[src/rtl/sram_arb_pkg.sv]
// sram_arb_pkg: arbiter states and framebuffer geometry shared by the SRAM arbiter and pixel blocks
package sram_arb_pkg;

    typedef enum logic [2:0] {
        IDLE,
        VID_RD,
        DRAW_RD,
        DRAW_WR,
        ERASE_WR
    } state_t;

    localparam int FB_W           = 640;
    localparam int FB_H           = 480;
    localparam int WORDS_PER_LINE = FB_W / 16;
    localparam int FB_WORDS       = WORDS_PER_LINE * FB_H;

endpackage

[src/rtl/fb_pixel_addr.sv]
// fb_pixel_addr: maps a pixel (x, y) to its framebuffer word address, bit mask and range flag
module fb_pixel_addr
    import sram_arb_pkg::*;
#(
    parameter int ADDR_W = 18,
    parameter int DATA_W = 16
) (
    input  logic [9:0]        x,
    input  logic [8:0]        y,
    output logic [ADDR_W-1:0] word,
    output logic [DATA_W-1:0] mask,
    output logic              in_range
);

    assign word     = ADDR_W'(x[9:4]) + (ADDR_W'(y) << 5) + (ADDR_W'(y) << 3);
    assign mask     = DATA_W'(1) << (4'd15 - x[3:0]);
    assign in_range = int'(x) < FB_W && int'(y) < FB_H;

endmodule

[src/rtl/sram_arbiter.sv]
// sram_arbiter: sole owner of the SRAM controller port, serving video reads, pixel RMW draws and background erase
module sram_arbiter
    import sram_arb_pkg::*;
#(
    parameter int ADDR_W         = 18,
    parameter int DATA_W         = 16,
    parameter int WORDS_PER_LINE = sram_arb_pkg::WORDS_PER_LINE,
    parameter int FB_WORDS       = WORDS_PER_LINE * FB_H
) (
    input  logic              clk,
    input  logic              reset,
    input  logic              vid_req,
    input  logic [ADDR_W-1:0] vid_addr,
    output logic              vid_busy,
    output logic              vid_ack,
    output logic [DATA_W-1:0] vid_data,
    input  logic              draw_req,
    input  logic [9:0]        draw_x,
    input  logic [8:0]        draw_y,
    output logic              draw_busy,
    output logic              draw_ack,
    input  logic              erase_start,
    output logic              erase_busy,
    output logic [ADDR_W-1:0] mem_addr,
    output logic [DATA_W-1:0] mem_wdata,
    input  logic [DATA_W-1:0] mem_rdata,
    output logic              mem_read,
    output logic              mem_write,
    input  logic              mem_ready
);

    state_t            state;
    logic              vid_pend, draw_pend, draw_ok;
    logic [ADDR_W-1:0] vid_addr_q, erase_cnt, draw_word;
    logic [9:0]        draw_x_q;
    logic [8:0]        draw_y_q;
    logic [DATA_W-1:0] draw_mask;

    fb_pixel_addr #(.ADDR_W(ADDR_W), .DATA_W(DATA_W)) u_pix (
        .x        (draw_x_q),
        .y        (draw_y_q),
        .word     (draw_word),
        .mask     (draw_mask),
        .in_range (draw_ok)
    );

    assign vid_busy  = vid_pend || state == VID_RD;
    assign draw_busy = draw_pend || state == DRAW_RD || state == DRAW_WR;

    // request capture, fixed-priority non-preemptive arbitration and the SRAM handshake
    always_ff @(posedge clk or posedge reset) begin
        if (reset) begin
            state      <= IDLE;
            vid_pend   <= 1'b0;
            vid_addr_q <= '0;
            vid_ack    <= 1'b0;
            vid_data   <= '0;
            draw_pend  <= 1'b0;
            draw_x_q   <= '0;
            draw_y_q   <= '0;
            draw_ack   <= 1'b0;
            erase_busy <= 1'b0;
            erase_cnt  <= '0;
            mem_addr   <= '0;
            mem_wdata  <= '0;
            mem_read   <= 1'b0;
            mem_write  <= 1'b0;
        end else begin
            vid_ack  <= 1'b0;
            draw_ack <= 1'b0;
            if (vid_req && !vid_busy) begin
                vid_pend   <= 1'b1;
                vid_addr_q <= vid_addr;
            end
            if (draw_req && !draw_busy) begin
                draw_pend <= 1'b1;
                draw_x_q  <= draw_x;
                draw_y_q  <= draw_y;
            end
            if (erase_start) begin
                erase_busy <= 1'b1;
                erase_cnt  <= '0;
            end
            case (state)
                IDLE: begin
                    if (vid_pend) begin
                        vid_pend <= 1'b0;
                        mem_addr <= vid_addr_q;
                        mem_read <= 1'b1;
                        state    <= VID_RD;
                    end else if (draw_pend) begin
                        draw_pend <= 1'b0;
                        if (draw_ok) begin
                            mem_addr <= draw_word;
                            mem_read <= 1'b1;
                            state    <= DRAW_RD;
                        end else begin
                            draw_ack <= 1'b1;
                        end
                    end else if (erase_busy) begin
                        mem_addr  <= erase_start ? '0 : erase_cnt;
                        mem_wdata <= '0;
                        mem_write <= 1'b1;
                        state     <= ERASE_WR;
                    end
                end
                VID_RD: if (mem_ready) begin
                    mem_read <= 1'b0;
                    vid_data <= mem_rdata;
                    vid_ack  <= 1'b1;
                    state    <= IDLE;
                end
                // the write follows the read directly so nothing can slip into the RMW
                DRAW_RD: if (mem_ready) begin
                    mem_read  <= 1'b0;
                    mem_wdata <= mem_rdata | draw_mask;
                    mem_write <= 1'b1;
                    state     <= DRAW_WR;
                end
                DRAW_WR: if (mem_ready) begin
                    mem_write <= 1'b0;
                    draw_ack  <= 1'b1;
                    state     <= IDLE;
                end
                // a restart landing on a completion wins, so word 0 is not skipped
                ERASE_WR: if (mem_ready) begin
                    mem_write <= 1'b0;
                    state     <= IDLE;
                    if (!erase_start) begin
                        erase_cnt <= erase_cnt + 1'b1;
                        if (erase_cnt == ADDR_W'(FB_WORDS - 1)) erase_busy <= 1'b0;
                    end
                end
                default: state <= IDLE;
            endcase
        end
    end

endmodule

[config.mk]
export PLATFORM = sky130hd
export DESIGN_NAME = sram_arbiter
export DESIGN_NICKNAME = d
export VERILOG_FILES = /design/src/rtl/sram_arb_pkg.sv /design/src/rtl/fb_pixel_addr.sv /design/src/rtl/sram_arbiter.sv
export SDC_FILE = /design/constraint.sdc
export NUM_CORES = 1
export LEC_CHECK = 0
export BUFFER_PORTS_ARGS = -buffer_cell sky130_fd_sc_hd__buf_2
export CORE_ASPECT_RATIO = 1.75
export CORE_UTILIZATION = 30
export CTS_CLUSTER_SIZE = 14
export DETAILED_ROUTE_END_ITERATION = 6
export HOLD_SLACK_MARGIN = 0.15
export SYNTH_ARGS = -nofsm -noshare
export SYNTH_HDL_FRONTEND = slang
export SYNTH_HIERARCHICAL = 1
export SYNTH_SLANG_ARGS = --single-unit
[constraint.sdc]
create_clock -name clk -period 3.4 [get_ports clk]
set_clock_uncertainty 0.1 [all_clocks]
set_input_delay 0.34 -clock clk [delete_from_list [all_inputs] [get_ports clk]]
set_output_delay 0.34 -clock clk [all_outputs]
set_load 0.02 [all_outputs]
* Word-level counts from Yosys, hierarchy flattened
Index checks and enable logic that the tools add are counted.
** Operators by class
- Add/sub/neg operators :: 4
- $mul :: 0
- Divide/modulo/power cells :: 0
- $lt $le $gt $ge :: 2
- Eq/ne operators :: 17
- Shift operators :: 1
- Multiplexer cells :: 48
- Bitwise logic cells :: 1
- Reductions and logical operators :: 22
** Operators with widths (count)
- $mux 18 :: 8
- $mux 16 :: 4
- $pmux 16 s2 :: 1
- $mux 1 :: 25
- $add 18x1->18 const B :: 1
- $add 18x12->18 :: 1
- $eq 18x15->1 const B :: 1
- $mux 3 :: 6
- $or 16x16->16 :: 1
- $shl 1x4->16 const A :: 1
- $add 6x14->15 :: 1
- $lt 10x10->1 const B :: 1
- $lt 9x9->1 const B :: 1
- $pmux 3 s3 :: 1
- $ne 2x2->1 const B :: 4
- $ne 4x4->1 const B :: 2
- $reduce_and 4->1 :: 2
- $eq 3x2->1 const B :: 2
- $ne 2x1->1 const B :: 3
- $ne 3x3->1 const B :: 2
- $reduce_and 6->1 :: 1
- $reduce_bool 3->1 :: 2
- $reduce_and 5->1 :: 1
- $pmux 1 s2 :: 2
- 14 further kinds :: 21
** Storage, ports and cells
- Register bits after elaboration :: 115
- Latch bits :: 0
- Bits in writable memories :: 0
- Memory bits (read-only) :: 0
- Input bits :: 59
- Output and inout port bits :: 57
- Word-level logic and storage cells :: 110
- Memories kept :: 0

* Depth between registers and ports, before layout
- Word-level depth :: 9
- Gate-level depth with buffers :: 12
- Mapped depth without buffers :: 12

* Cells and area by module
Netlist, hierarchy kept.
** Modules (own cells, without submodules)
- sram_arbiter :: times used 1, cells each 448, area an instance 5038.6 um^2, sequential area each 2877.8 um^2
- fb_pixel_addr :: times used 1, cells each 100, area an instance 730.7 um^2, sequential area each 0.0 um^2

* Worst setup path before layout
No wires, ideal clock.
- Path type :: register -> register
- Start :: reg draw_y_q[0]
- End :: reg mem_addr[10]
- Library setup time :: 127 ps
- Arrival time :: 2432 ps
- Data required time :: 3173 ps
- Path slack :: 742 ps
- Stages on the path, launching flop included :: 11
- Buffers on the path :: 0
- Clock period less this slack :: 2658 ps
- Path through :: dfrtp_1 > inv_1 > fa_1 > inv_1 > fa_1 > a211oi_1 > o21ai_0 > a21oi_1 > xnor2_1 > a221oi_1 > o31ai_1
** On the way
- Word-level cells in the longest chain between the ends :: 5
- Elaborated cells between the ends (all ways) :: 9
- Those cells by class :: 2 x add/sub; 1 x order compare; 1 x eq/ne; 3 x mux; 2 x reduce/logical
** Ends and longest elaborated chain
- start: declaration :: RTL line sram_arbiter.sv:36 : logic [8:0] draw_y_q;
- start signal: assignment :: RTL line sram_arbiter.sv:78 : draw_y_q <= draw_y;
- $add 6x14->15 :: RTL line fb_pixel_addr.sv:15 : assign word = ADDR_W'(x[9:4]) + (ADDR_W'(y) << 5) + (ADDR_W'(y) << 3);
- $add 18x12->18 (*) :: RTL line fb_pixel_addr.sv:15
- named net draw_word[10] :: RTL line sram_arbiter.sv:34 : logic [ADDR_W-1:0] vid_addr_q, erase_cnt, draw_word;
- $mux 18 (*) :: RTL line sram_arbiter.sv:93 : if (draw_ok) begin
- $mux 18 (*) :: RTL line sram_arbiter.sv:91 : end else if (draw_pend) begin
- $mux 18 (*) :: RTL line sram_arbiter.sv:86 : if (vid_pend) begin
- end signal: assignment :: RTL line sram_arbiter.sv:88 : mem_addr <= vid_addr_q;
- end signal: assignment :: RTL line sram_arbiter.sv:94 : mem_addr <= draw_word;
- end signal: assignment :: RTL line sram_arbiter.sv:101 : mem_addr <= erase_start ? '0 : erase_cnt;
- end: declaration :: RTL line sram_arbiter.sv:24 : output logic [ADDR_W-1:0] mem_addr,
The timed path passes the listed nets; every way through them passes the cells marked *. The select of a mux whose other input is x is not followed.
A chain may end at the register's enable or synchronous reset.

* Worst setup path in the final report
- Start :: reg draw_y_q[0]
- End :: reg mem_addr[12]
Same word-level chain as after synthesis.

==> flow_summary_export.csv <==
group,metric,value,unit
outcome,status,"finished, final reports clean",
sta,rsz0062_at_grt,"false",
sta,fmax,350,MHz
synth,synthSimpleGateAreaFrac,13.9,%
worst_setup_path,cp.depth,10,
worst_setup_path,critPathBufInv,2,
sta,period_share,84.1,%
floorplan,start_util,30.8,%
worst_setup_path,start_kind,"flop",
power_and_ir_drop,irDropWorstVdd,591,uV
synth,synthTopCellsByArea,"dfrtp_1, mux2_2, ha_1",
global_routing,antenna_found_initial,0,
synth,async_flop_share,100,%
routing,drc_errors,0,
global_routing,grt_overflow,0,
floorplan,core_area,18700,um2
finish,n_antenna_cell,0,
synth,yosys_most_used_dff,"dfrtp_1",
cts,postCtsHoldBufs,55,
sta,hold_violations,0,
cts,clockBufferDepth,2,
cts,ctsResizeCount,0,
cts,cts.sinks,115,
synth,synth.avg_cell_area,10.5,um2
sta,fin_hold_ws,251,ps
worst_setup_path,endpoint,"mem_addr[12]",
routing,first_iter_violations,183,
global_routing,grt_usage,16.9,%
worst_setup_path,startpoint,"draw_y_q[0]",
synth,seq_area_frac_synth,49.9,%
synth,synth_top_area_cell,"dfrtp_1",
worst_setup_path,rrSetupSlack,540,ps
worst_setup_path,cp_data_required_time,3560,ps
floorplan,die_w,107,um
routing,antenna_left,0,
synth,synth_edf_count,0,
worst_setup_path,cp-end-kind,"flop",
worst_hold_path,min_path_cells,2,
worst_setup_path,r2r_end,"mem_addr[12]",
sta,slew_viol_final,0,
sta,fin_setup_tns,0,ps
placement,dpl_cell_area,6580,um2
synth,synthAdderAreaFrac,4.60,%
sta,finalSetupViolCount,0,
cts,cts_setup_buffers,0,
synth,synth_top_family_by_area,"compound AO/OA/AOI/OAI gates",
worst_setup_path,critical_path.top_delay_family,"adder cells",
cts,cts_root_buffer,"clkbuf_16",
worst_setup_path,rr_worst_depth,10,
sta,tightest_slew,1080,ps
cts,insertion_delay,420,ps
worst_setup_path,cp_max_fo,3,
sta,fin_crit,2860,ps
finish,finalInstanceArea,7700,um2
worst_setup_path,rr_startpoint,"draw_y_q[0]",
placement,io_buffer_count,115,
routing,first_pass_iters,4,
synth,synth_mux_area_share,10.5,%
worst_setup_path,cp_cell_sequence,"inv_1 > fa_1 > inv_1 > fa_1 > a211oi_1 > nor2_1 > o22ai_1 > xnor2_1 > a221oi_1 > o31ai_1",
global_routing,grt_pass1_wl,25600,um
synth,synth_cells,548,
synth,yosysWarnings,6,
power_and_ir_drop,power_density,1020,nW/um2
worst_hold_path,min_path_type,"input port to flop",
cts,cts_tree,"built",
placement,routabilityCongestion,0.795,
placement,hpwl,11000,um
flow_run,maxCapViolCount,0,
cts,numCtsBuffers,17,
cts,htreeDepth,4,
synth,ys_ff_latch,115,
cts,path_clk_slew,50,ps
finish,nets,797,
global_routing,grt_max_degree,49,
worst_setup_path,crit_type,"flop to flop",
global_routing,first_global_vias,5038,
power_and_ir_drop,leakage,0.00348,uW
routing,vias_per_cell,4.95,
finish,syn_to_final_growth,33.6,%
floorplan,fp.dieArea,19800,um2
finish,drive_above_1_share,30.0,%
synth,synth_xor_area_share,2.28,%
routing,via_count,4798,
synth,synthDistinctLibCells,60,
floorplan,dieHeight,185,um
synth,synth_compound_area_share,14.3,%
synth,synth_top_area_share,49.9,%
floorplan,ios,116,
routing,avgRoutedWirePerCell,16.1,um
worst_setup_path,slowest_delay,520,ps
worst_setup_path,cp_slowest_cell,"fa_1",
worst_setup_path,cp.arrival,3010,ps
synth,syn_area,5770,um2
routing,routed_wl,15600,um
sta,relSlewSlack,27.7,%
floorplan,std_cell_rows,66,
-- worst reg2reg max path, stage by stage (launching register included) --
cell and delay (ps):
dfrtp_1 360, inv_1 70, fa_1 520, inv_1 70
fa_1 480, a211oi_1 310, nor2_1 130, o22ai_1 160
xnor2_1 90, a221oi_1 310, o31ai_1 100
-- worst min-delay path by stage --
| stage | start | end | slack (ps) |
|---|---|---|---|
| after floorplan | mem_ready | state[0] | 330 |
| after global placement | mem_addr[1] | mem_addr[1] | 360 |
| after detailed placement | mem_addr[0] | mem_addr[0] | 370 |
| after CTS | erase_start | erase_cnt[9] | 240 |
| after global routing | erase_start | erase_cnt[0] | 260 |
| final | erase_start | erase_cnt[7] | 250 |
-- sequential cells by signal, indices dropped and copies added, names as in the netlist --
register    count
draw_ack        1
draw_pend       1
draw_x_q       10
draw_y_q        9
erase_busy      1
erase_cnt      18
mem_addr       18
mem_read        1
mem_wdata      16
mem_write       1
state           3
vid_ack         1
vid_addr_q     18
vid_data       16
vid_pend        1
-- power by group --
group,switching (uW),internal (uW)
Clock,644,1110
Sequential,487,1940
Combinational,2060,1580
-- Yosys cell counts (all sizes together), types with 2 or more instances --
cell type and number:
a211oi 4, a21o 5, a21oi 19, a221oi 17, and3 3, buf 18
clkbuf 15, dfrtp 115, fa 2, ha 18, inv 22, mux2 53
nand2 52, nand2b 7, nand3 10, nand4 6, nor2 49, nor3 9
nor4 4, o21ai 49, o311ai 2, o31ai 17, o32ai 2, or3 7
or4 3, xnor2 11, xor2 4
-- per-stage QoR --
stage | utilization [%] | setup WS, ps | total power (uW) | cells
final | 41.1 | 541 | 7820 | 969
after detailed placement | 35.1 | 555 | 6060 | 882
after CTS | 41.1 | 537 | 7890 | 969
after floorplan | - | 742 | 5030 | 550
after global placement | 35.1 | 567 | 6020 | 882
after global routing | 41.1 | 329 | 8390 | 969
-- area by class of cell --
type	count	area, um2
timing repair buffer	182	1230
sequential	115	2880
tap	238	298
fill	1837	11000
inverter	22	86.3
clock inverter	10	108
clock buffer	22	464
multi-input combinational	380	2640
-- layer usage --
metal  up-vias  wire, um  global-route usage, %
met5         -         0                      0
li1       2310         -                      -
met1      2316      6350                   18.5
met4         0       456                   8.33
met3        31       713                   4.41
met2       141      8100                   30.0
-- cells in the final DEF (no fill, tap or decap), types with 18 or more instances in the layout --
master and n:
nand2_1 52, buf_2 115, nor2_1 47, ha_1 18, dlygate4sd3_1 55, o21ai_0 32
inv_1 21, mux2_2 53, a21oi_1 18, dfrtp_1 115
-- cell families after synthesis --
| family | count (synthesis) |
|---|---|
| AOI/OAI and AO/OA | 127 |
| xor gates and xnor gates | 15 |
| adders and majority gates | 20 |
| buffers and inverters | 55 |
| DFF | 115 |
| muxes | 54 |
| other | 1 |
| and+or+nand+nor | 161 |
(Power assumes the default switching activity.)
